<file path="src/rtl/map_pkg.sv">
// Shared definitions for the battlefield tile-map write-side controller:
// tile codes, map geometry and the queued hit request record.
package map_pkg;

    localparam logic [2:0] TILE_EMPTY     = 3'd0;
    localparam logic [2:0] TILE_BRICK     = 3'd1;
    localparam logic [2:0] TILE_STEEL     = 3'd2;
    localparam logic [2:0] TILE_WATER     = 3'd3;
    localparam logic [2:0] TILE_TREE      = 3'd4;
    localparam logic [2:0] TILE_ICE       = 3'd5;
    localparam logic [2:0] TILE_BASE      = 3'd6;
    localparam logic [2:0] TILE_BASE_DEAD = 3'd7;

    localparam int unsigned MAP_COLS  = 16;
    localparam int unsigned MAP_ROWS  = 12;
    localparam int unsigned MAP_TILES = 192;

    typedef struct packed {
        logic [3:0] x;
        logic [3:0] y;
        logic       power;
    } hit_req_t;

    // Row-major tile index: y*16 + x.
    function automatic logic [7:0] tile_index(input logic [3:0] x, input logic [3:0] y);
        return {y, x};
    endfunction

endpackage

</file>
<file path="src/rtl/map_hit_fifo.sv">
// Synchronous FIFO holding pending hit requests; flush empties it in one cycle.
// FIFO_DEPTH must be a power of two, at least 2.
module map_hit_fifo
    import map_pkg::*;
#(
    parameter int unsigned FIFO_DEPTH = 4
) (
    input  logic     clk,
    input  logic     rst,
    input  logic     flush_i,
    input  logic     push_i,
    input  hit_req_t wdata_i,
    input  logic     pop_i,
    output hit_req_t rdata_o,
    output logic     full_o,
    output logic     empty_o
);

    localparam int unsigned AW = $clog2(FIFO_DEPTH);

    logic [AW:0] wr_ptr_q, rd_ptr_q;
    hit_req_t    mem_q [FIFO_DEPTH];
    logic        do_push, do_pop;

    assign do_push = push_i && !full_o && !flush_i;
    assign do_pop  = pop_i && !empty_o && !flush_i;

    // Extra pointer bit separates full from empty when the indices match.
    assign empty_o = (wr_ptr_q == rd_ptr_q);
    assign full_o  = (wr_ptr_q[AW] != rd_ptr_q[AW]) &&
                     (wr_ptr_q[AW-1:0] == rd_ptr_q[AW-1:0]);
    assign rdata_o = mem_q[rd_ptr_q[AW-1:0]];

    always_ff @(posedge clk or posedge rst) begin
        if (rst) begin
            wr_ptr_q <= '0;
            rd_ptr_q <= '0;
        end else if (flush_i) begin
            wr_ptr_q <= '0;
            rd_ptr_q <= '0;
        end else begin
            if (do_push) wr_ptr_q <= wr_ptr_q + (AW + 1)'(1);
            if (do_pop)  rd_ptr_q <= rd_ptr_q + (AW + 1)'(1);
        end
    end

    always_ff @(posedge clk) begin
        if (do_push) mem_q[wr_ptr_q[AW-1:0]] <= wdata_i;
    end

endmodule

</file>
<file path="src/rtl/map_update.sv">
// Tile-map write-side controller: level bulk load and bullet-hit read-modify-write.
// Define MAP_UPDATE_STEEL_BREAK_EN to let powered bullets destroy steel.
module map_update
    import map_pkg::*;
#(
    parameter int unsigned DATA_WIDTH = 3,
    parameter int unsigned ADDR_WIDTH = 15,
    parameter int unsigned FIFO_DEPTH = 4
) (
    input  logic                  clk,
    input  logic                  rst,
    input  logic                  hit_valid_i,
    output logic                  hit_ready_o,
    input  logic [3:0]            hit_x_i,
    input  logic [3:0]            hit_y_i,
    input  logic                  hit_power_i,
    input  logic                  load_start_i,
    output logic                  load_busy_o,
    output logic [7:0]            rom_addr_o,
    input  logic [DATA_WIDTH-1:0] rom_data_i,
    output logic [ADDR_WIDTH-1:0] map_raddr_o,
    input  logic [DATA_WIDTH-1:0] map_rdata_i,
    output logic                  map_we_o,
    output logic [ADDR_WIDTH-1:0] map_waddr_o,
    output logic [DATA_WIDTH-1:0] map_wdata_o,
    output logic                  base_hit_o
);

    localparam logic [1:0] ST_IDLE   = 2'd0;
    localparam logic [1:0] ST_LOAD   = 2'd1;
    localparam logic [1:0] ST_LOOKUP = 2'd2;
    localparam logic [1:0] ST_WRITE  = 2'd3;

`ifdef MAP_UPDATE_STEEL_BREAK_EN
    localparam logic STEEL_BREAK = 1'b1;
`else
    localparam logic STEEL_BREAK = 1'b0;
`endif

    logic [1:0]            state_q, state_d;
    logic [7:0]            cnt_q, cnt_d;
    hit_req_t              req_q, req_d;
    logic                  we_q, we_d;
    logic [ADDR_WIDTH-1:0] waddr_q, waddr_d;
    logic [DATA_WIDTH-1:0] wdata_q, wdata_d;
    logic                  base_hit_q, base_hit_d;

    hit_req_t              fifo_wdata, fifo_head;
    logic                  fifo_push, fifo_pop, fifo_full, fifo_empty;
    logic [ADDR_WIDTH-1:0] lookup_addr;

    assign fifo_wdata.x     = hit_x_i;
    assign fifo_wdata.y     = hit_y_i;
    assign fifo_wdata.power = hit_power_i;

    assign load_busy_o = (state_q == ST_LOAD);
    // Gated by rst so every output reads 0 while reset is held.
    assign hit_ready_o = !rst && !fifo_full && !load_busy_o;
    // Off-map rows are accepted but never queued.
    assign fifo_push   = hit_valid_i && hit_ready_o && (hit_y_i < 4'(MAP_ROWS));

    assign lookup_addr = ADDR_WIDTH'(tile_index(req_q.x, req_q.y));
    assign map_raddr_o = lookup_addr;
    assign rom_addr_o  = cnt_q;
    assign map_we_o    = we_q;
    assign map_waddr_o = waddr_q;
    assign map_wdata_o = wdata_q;
    assign base_hit_o  = base_hit_q;

    map_hit_fifo #(
        .FIFO_DEPTH (FIFO_DEPTH)
    ) u_fifo (
        .clk     (clk),
        .rst     (rst),
        .flush_i (load_start_i),
        .push_i  (fifo_push),
        .wdata_i (fifo_wdata),
        .pop_i   (fifo_pop),
        .rdata_o (fifo_head),
        .full_o  (fifo_full),
        .empty_o (fifo_empty)
    );

    always_comb begin
        state_d    = state_q;
        cnt_d      = cnt_q;
        req_d      = req_q;
        we_d       = 1'b0;
        waddr_d    = waddr_q;
        wdata_d    = wdata_q;
        base_hit_d = 1'b0;
        fifo_pop   = 1'b0;

        // A new level load overrides everything, dropping any in-flight hit.
        if (load_start_i) begin
            state_d = ST_LOAD;
            cnt_d   = '0;
        end else begin
            case (state_q)
                ST_IDLE: begin
                    if (!fifo_empty) begin
                        fifo_pop = 1'b1;
                        req_d    = fifo_head;
                        state_d  = ST_LOOKUP;
                    end
                end
                ST_LOAD: begin
                    we_d    = 1'b1;
                    waddr_d = ADDR_WIDTH'(cnt_q);
                    wdata_d = rom_data_i;
                    if (cnt_q == 8'(MAP_TILES - 1)) begin
                        state_d = ST_IDLE;
                    end else begin
                        cnt_d = cnt_q + 8'd1;
                    end
                end
                ST_LOOKUP: begin
                    state_d = ST_WRITE;
                    if (map_rdata_i == DATA_WIDTH'(TILE_BRICK) ||
                        (map_rdata_i == DATA_WIDTH'(TILE_STEEL) && STEEL_BREAK && req_q.power)) begin
                        we_d    = 1'b1;
                        waddr_d = lookup_addr;
                        wdata_d = DATA_WIDTH'(TILE_EMPTY);
                    end else if (map_rdata_i == DATA_WIDTH'(TILE_BASE)) begin
                        we_d       = 1'b1;
                        waddr_d    = lookup_addr;
                        wdata_d    = DATA_WIDTH'(TILE_BASE_DEAD);
                        base_hit_d = 1'b1;
                    end
                end
                ST_WRITE: begin
                    if (!fifo_empty) begin
                        fifo_pop = 1'b1;
                        req_d    = fifo_head;
                        state_d  = ST_LOOKUP;
                    end else begin
                        state_d = ST_IDLE;
                    end
                end
                default: state_d = ST_IDLE;
            endcase
        end
    end

    always_ff @(posedge clk or posedge rst) begin
        if (rst) begin
            state_q    <= ST_IDLE;
            cnt_q      <= '0;
            req_q      <= '0;
            we_q       <= 1'b0;
            waddr_q    <= '0;
            wdata_q    <= '0;
            base_hit_q <= 1'b0;
        end else begin
            state_q    <= state_d;
            cnt_q      <= cnt_d;
            req_q      <= req_d;
            we_q       <= we_d;
            waddr_q    <= waddr_d;
            wdata_q    <= wdata_d;
            base_hit_q <= base_hit_d;
        end
    end

endmodule

</file>
<file path="config.mk">
export PLATFORM = sky130hd
export DESIGN_NAME = map_update
export DESIGN_NICKNAME = d
export VERILOG_FILES = /design/src/rtl/map_pkg.sv /design/src/rtl/map_hit_fifo.sv /design/src/rtl/map_update.sv
export SDC_FILE = /design/constraint.sdc
export NUM_CORES = 1
export LEC_CHECK = 0
export ABC_AREA = 1
export BUFFER_PORTS_ARGS = -buffer_cell sky130_fd_sc_hd__buf_2
export CAP_MARGIN = 10
export CORE_UTILIZATION = 52
export DETAILED_ROUTE_END_ITERATION = 10
export PLACE_DENSITY = 0.75
export SLEW_MARGIN = 30
export SYNTH_ARGS = -nofsm -noshare
export SYNTH_HDL_FRONTEND = slang
export SYNTH_SLANG_ARGS = --single-unit
</file>
<file path="constraint.sdc">
create_clock -name clk -period 3.9 [get_ports clk]
set_input_delay 1.17 -clock clk [delete_from_list [all_inputs] [get_ports clk]]
set_output_delay 1.17 -clock clk [all_outputs]
set_load 0.05 [all_outputs]
</file>
# After elaboration in Yosys (flattened, before gate mapping)
# Memories as Yosys holds them, arrays and structs flattened. A register that Yosys moved wholly into a read port is not among the register bits.
# Cells that the tools add are included.
dict set report word_totals {
  register_bits 36
  latch_bits 0
  mem_bits_rw 36
  mem_bits_ro 0
  input_bits 19
  out_inout_bits 45
  wordCells 82
  mem_count 1
}
dict set report op_classes {
  n_addsub 3
  n_mul 0
  div_mod_pow 0
  order_cmp 1
  n_eq_ne 13
  shifts 0
  mux 30
  bitwise_logic 2
  n_reduce_logical 24
}
# memory words word_bits read_ports rd_ports_with_merged_regs write_ports line
set mem_list {}
lappend mem_list {u_fifo.mem_q 4 9 1 1 1 map_hit_fifo.sv:22} ;# hit_req_t mem_q [FIFO_DEPTH];
# cell count
set ops {}
lappend ops {{15-bit two-way mux} 2}
lappend ops {{15-bit one-hot mux with 2 select lines} 1}
lappend ops {{8-bit two-way mux} 3}
lappend ops {{3-bit two-way mux} 6}
lappend ops {{1-bit two-way mux} 11}
lappend ops {{1-bit logical AND} 9}
lappend ops {{8-bit by 1-bit adder with 8-bit output, second input constant} 1}
lappend ops {{8-bit equality test, second input constant} 1}
lappend ops {{2-bit two-way mux} 4}
lappend ops {{2-bit one-hot mux with 4 select lines} 1}
lappend ops {{2-bit nonzero test} 4}
lappend ops {{3-bit by 1-bit adder with 3-bit output, second input constant} 2}
lappend ops {{3-bit != test, second input constant} 2}
lappend ops {{3-bit one-hot mux with 2 select lines} 1}
lappend ops {{3-bit AND reduction} 2}
lappend ops {{1-bit logical NOT} 5}
lappend ops {{2-bit equality test, second input constant} 2}
lappend ops {{4-bit < comparator, second input constant} 1}
lappend ops {{2-bit AND reduction} 2}
lappend ops {{3-bit by 1-bit equality test with 1-bit output, second input constant} 1}
lappend ops {{3-bit equality test} 1}
lappend ops {{3-bit equality test, second input constant} 1}
lappend ops {{3-bit by 2-bit != test with 1-bit output, second input constant} 1}
lappend ops {{2-bit by 1-bit equality test with 1-bit output, second input constant} 1}
lappend ops {{7 further kinds} 8}

# Longest topological paths before layout
dict set report depth {
  word_depth 11
  mapped_depth 10
}

# Cells and area by module
# A second synthesis with hierarchy kept.
dict set report unflattened {
  hier_cells 392
  area_unflattened_um2 3626.0
}
# module instances cells_each area_per_inst_um2
set modules_own_cells {}
lappend modules_own_cells {map_update 1 242 1819.2}
lappend modules_own_cells {map_hit_fifo 1 150 1806.7}

# Worst setup path after synthesis
# No wires, ideal clock.
dict set report synth_path {
  kind {input port to output port}
  from {in rst}
  to {out hit_ready_o}
  t_arrival_ns 1.669
  required_time_ns 2.730
  slack_ns 1.061
  stages 3
  path_cell_list {nor2_1 -> nand2_1 -> inv_1}
}
dict set report synth_between {
  elab_chain_len 3
}
# item line
set synth_rtl {}
lappend synth_rtl {{from (decl)} map_update.sv:11} ;# input logic rst,
lappend synth_rtl {{1-bit logical NOT (no source line)} n/a}
lappend synth_rtl {{1-bit logical AND (2 in series)} map_update.sv:58} ;# assign hit_ready_o = !rst && !fifo_full && !load_busy_o;
lappend synth_rtl {{to (decl)} map_update.sv:13} ;# output logic hit_ready_o,
# No other way between the ends.

# Final worst setup path
# Ends and elaborated chain as after synthesis.

==> results.ini <==
[run_status]
status=finished, final reports clean

[synthesis]
postSynthAreaPerCell_um2=9.11
yosys.cell_types.count=30
synth.ff_latch_count=69
postSynth.topFlopCell=sky130_fd_sc_hd__dfrtp_1
synth.top_cells.by_area=sky130_fd_sc_hd__edfxtp_1, sky130_fd_sc_hd__dfrtp_1, sky130_fd_sc_hd__nand2_1, sky130_fd_sc_hd__nand3_1, sky130_fd_sc_hd__ha_1
synthCells=375
synth.yosys.seq_area_share_pct=55.2
netlist.top_cell.by_area=sky130_fd_sc_hd__edfxtp_1
count_of_flip_flops_with_a_built_in_enable_after_synthesis=32
ys_warn_count=0
synth_largest_type_area_fraction_pct=28.1
synth_async_sr_flop_share_pct=53.6
synth.cell_area_mm2=0.00342

[timing]
period_share_pct=76.5
fmax_mhz=335
fin_setup_tns_ps=0
worst_slack_ps=916
grt_setup_unrepaired=no
finalHoldViolations=0
worst_relative_slew_slack_pct=44.4
time_the_final_worst_path_needs_with_i_o_delays_and_setup_ps=2980
finalClockSkew_ps=5.69
tightestPinTransition_ps=831
drv_slew=0
finalSetupViolations=0

[cts]
cts_inserted_buffers=9
tritoncts=done
cts.path.max_buffers=2
cts_root_buffer=sky130_fd_sc_hd__clkbuf_8
cts_num_sinks=69
cts_hold_repair.buffers=0
cts.repair.resized=0
clk_latency_ps=350
clk_pin_slew_ps=70
cts_max_level=3
postCtsSetupBuffers=0

[grt]
grt_use_met1_pct=26.0
maximum_number_of_pins_on_one_net_before_global_route_repair=20
grt_first_pass_wirelength_um=11400
grt_pass1_vias=2406
globalRoute.busiestLayer=met2
grtUsageTotal_pct=21.2
grt_overflow=0
initial_antenna_violation_count=0
use_met3_pct=6.26
use_met2_pct=35.2

[floorplanning]
die_width_um=83.1
initial_utilization_pct=53.8
rows=29
design.die.area_mm2=0.00690
die_h_um=83.1
top_level_ports=64
placeableCoreArea_mm2=0.00635

[placed_design]
io_buffer_count=48
dp_worst_setup_slack_ps=897
dp_hpwl_um=4790
place_congestion=0.811
place.detailed.instances=488

[setup_path]
ff2ff_path_depth=8
end_kind=output pin
setup.reg_to_reg.worst_slack_ps=1620
worstSetupStartpointType=primary input
regToRegStartpoint=u_fifo.rd_ptr_q[1]
cp.arrival_ps=1810
r2r_end=u_fifo.mem_q[3][3]
crit_fanout=2
crit_required_ps=2730
critPathKind=in2out

[worst_hold_path]
worstHoldPathType=reg2reg
hold_path_depth=2
hp-start=map_raddr_o[7]
holdPathEnd=map_raddr_o[7]

[cells_and_area]
fillerInstances=551
final_layout_size_suffix_gt1_share_pct=18.0
flow.area_growth_from_synthesis_pct=13.1
final-seq-area_mm2=0.00189
n_antenna_cell=0
final_stage_net_count=451
multi_input_logic_area_mm2=0.00126
instances_no_fill=504
most_common_library_cell_in_the_layout_ignoring_fill_and_taps=sky130_fd_sc_hd__nand2_1
final_cell_mix=sky130_fd_sc_hd__nand2_1, sky130_fd_sc_hd__buf_2, sky130_fd_sc_hd__dfrtp_1

[job]
maxCapViolCount=0

[drt]
route.detailed.vias_per_inst=5.07
detail_route.iter0.violations=132
drc=0
first_pass_iters=4
postRouteAntennaNets=0
detail_route.wl_per_cell_um=13.2
vias=2557
routed_wirelength_um=6680

[power]
power-per-cell-area_mw_per_mm2=727
p_leak_nw=1.89
vdd.ir_drop.worst_mv=0.560
power.total_w=0.00281

==> worst max-delay path by stage <==
stage                                   from            endpoint  slack, ps  cells past startpoint
after floorplan                          rst         hit_ready_o       1060                      3
after global placement                   rst         hit_ready_o        920                      5
after detailed placement        load_start_i  u_fifo.mem_q[3][2]        900                      4
after CTS                                rst         hit_ready_o        910                      5
after global routing      u_fifo.rd_ptr_q[1]         hit_ready_o        860                      7
final                                    rst         hit_ready_o        920                      5
==> registers in the layout, summed over array words and instances (netlist names) <==
signal           flops
u_fifo.rd_ptr_q      3
rom_addr_o           8
map_raddr_o          8
u_fifo.wr_ptr_q      3
state_q              2
u_fifo.mem_q        32
map_we_o             1
map_wdata_o          3
map_waddr_o          8
base_hit_o           1
==> logic make-up (layout without fill, tap and decap cells) <==
logic type,Yosys count,count (layout),synth area share (%)
XOR/XNOR,6,6,1.76
adder cells (fa/ha/maj),10,10,3.66
AO/OA/AOI/OAI,44,44,7.14
buffers and inverters,58,97,9.23
AND/OR/NAND/NOR,187,187,22.9
other,1,14,0.110
flip-flops,69,69,55.2
==> where the power goes <==
group | internal [W] | switching [W] | total [W]
logic | 0.000274 | 0.000836 | 0.00111
registers | 0.000890 | 0.000117 | 0.00101
clock network | 0.000421 | 0.000269 | 0.000690
total | 0.00158 | 0.00122 | 0.00281
==> stage by stage <==
stage / instance area [µm²] / hold WS (ps) / util [%]
finish: 3860 / 501 / 60.8
floorplan: 3460 / 498 / -
CTS: 3860 / 506 / 60.8
detailed placement: 3630 / 488 / 57.1
global placement: 3630 / 483 / 57.1
global route: 3860 / 527 / 60.8
==> layout make-up <==
| type | instances | area share [%] |
|---|---|---|
| Clock inverter | 7 | 2.95 |
| Sequential cell | 69 | 48.8 |
| Multi-Input combinational cell | 261 | 32.7 |
| Tap cell | 77 | 2.49 |
| Inverter | 30 | 3.04 |
| Timing Repair Buffer | 51 | 6.80 |
| Clock buffer | 9 | 3.21 |
==> routing by layer <==
layer | up-vias | routed length (µm)
met2 | 90 | 3300
met5 | - | 0
met4 | 0 | 115
met3 | 10 | 378
met1 | 1176 | 2880
li1 | 1281 | -
==> critical path, stage by stage <==
cell,delay (ps)
sky130_fd_sc_hd__buf_2,100
sky130_fd_sc_hd__nor2_1,140
sky130_fd_sc_hd__nand2_1,70
sky130_fd_sc_hd__inv_1,70
sky130_fd_sc_hd__buf_2,260
==> cell usage after synthesis (2+ instances only) <==
| cell | count |
|---|---|
| sky130_fd_sc_hd__nand3_1 | 26 |
| sky130_fd_sc_hd__buf_2 | 8 |
| sky130_fd_sc_hd__o21ai_1 | 7 |
| sky130_fd_sc_hd__nand2_2 | 4 |
| sky130_fd_sc_hd__o21ai_0 | 25 |
| sky130_fd_sc_hd__dfrtp_1 | 37 |
| sky130_fd_sc_hd__buf_6 | 3 |
| sky130_fd_sc_hd__xnor2_1 | 2 |
| sky130_fd_sc_hd__buf_4 | 16 |
| sky130_fd_sc_hd__a21oi_1 | 2 |
| sky130_fd_sc_hd__ha_1 | 10 |
| sky130_fd_sc_hd__xor2_1 | 3 |
| sky130_fd_sc_hd__inv_1 | 28 |
| sky130_fd_sc_hd__o22ai_1 | 8 |
| sky130_fd_sc_hd__nor2_1 | 29 |
| sky130_fd_sc_hd__nand4_1 | 3 |
| sky130_fd_sc_hd__edfxtp_1 | 32 |
| sky130_fd_sc_hd__nand2_1 | 120 |
(Power assumes the default switching activity.)
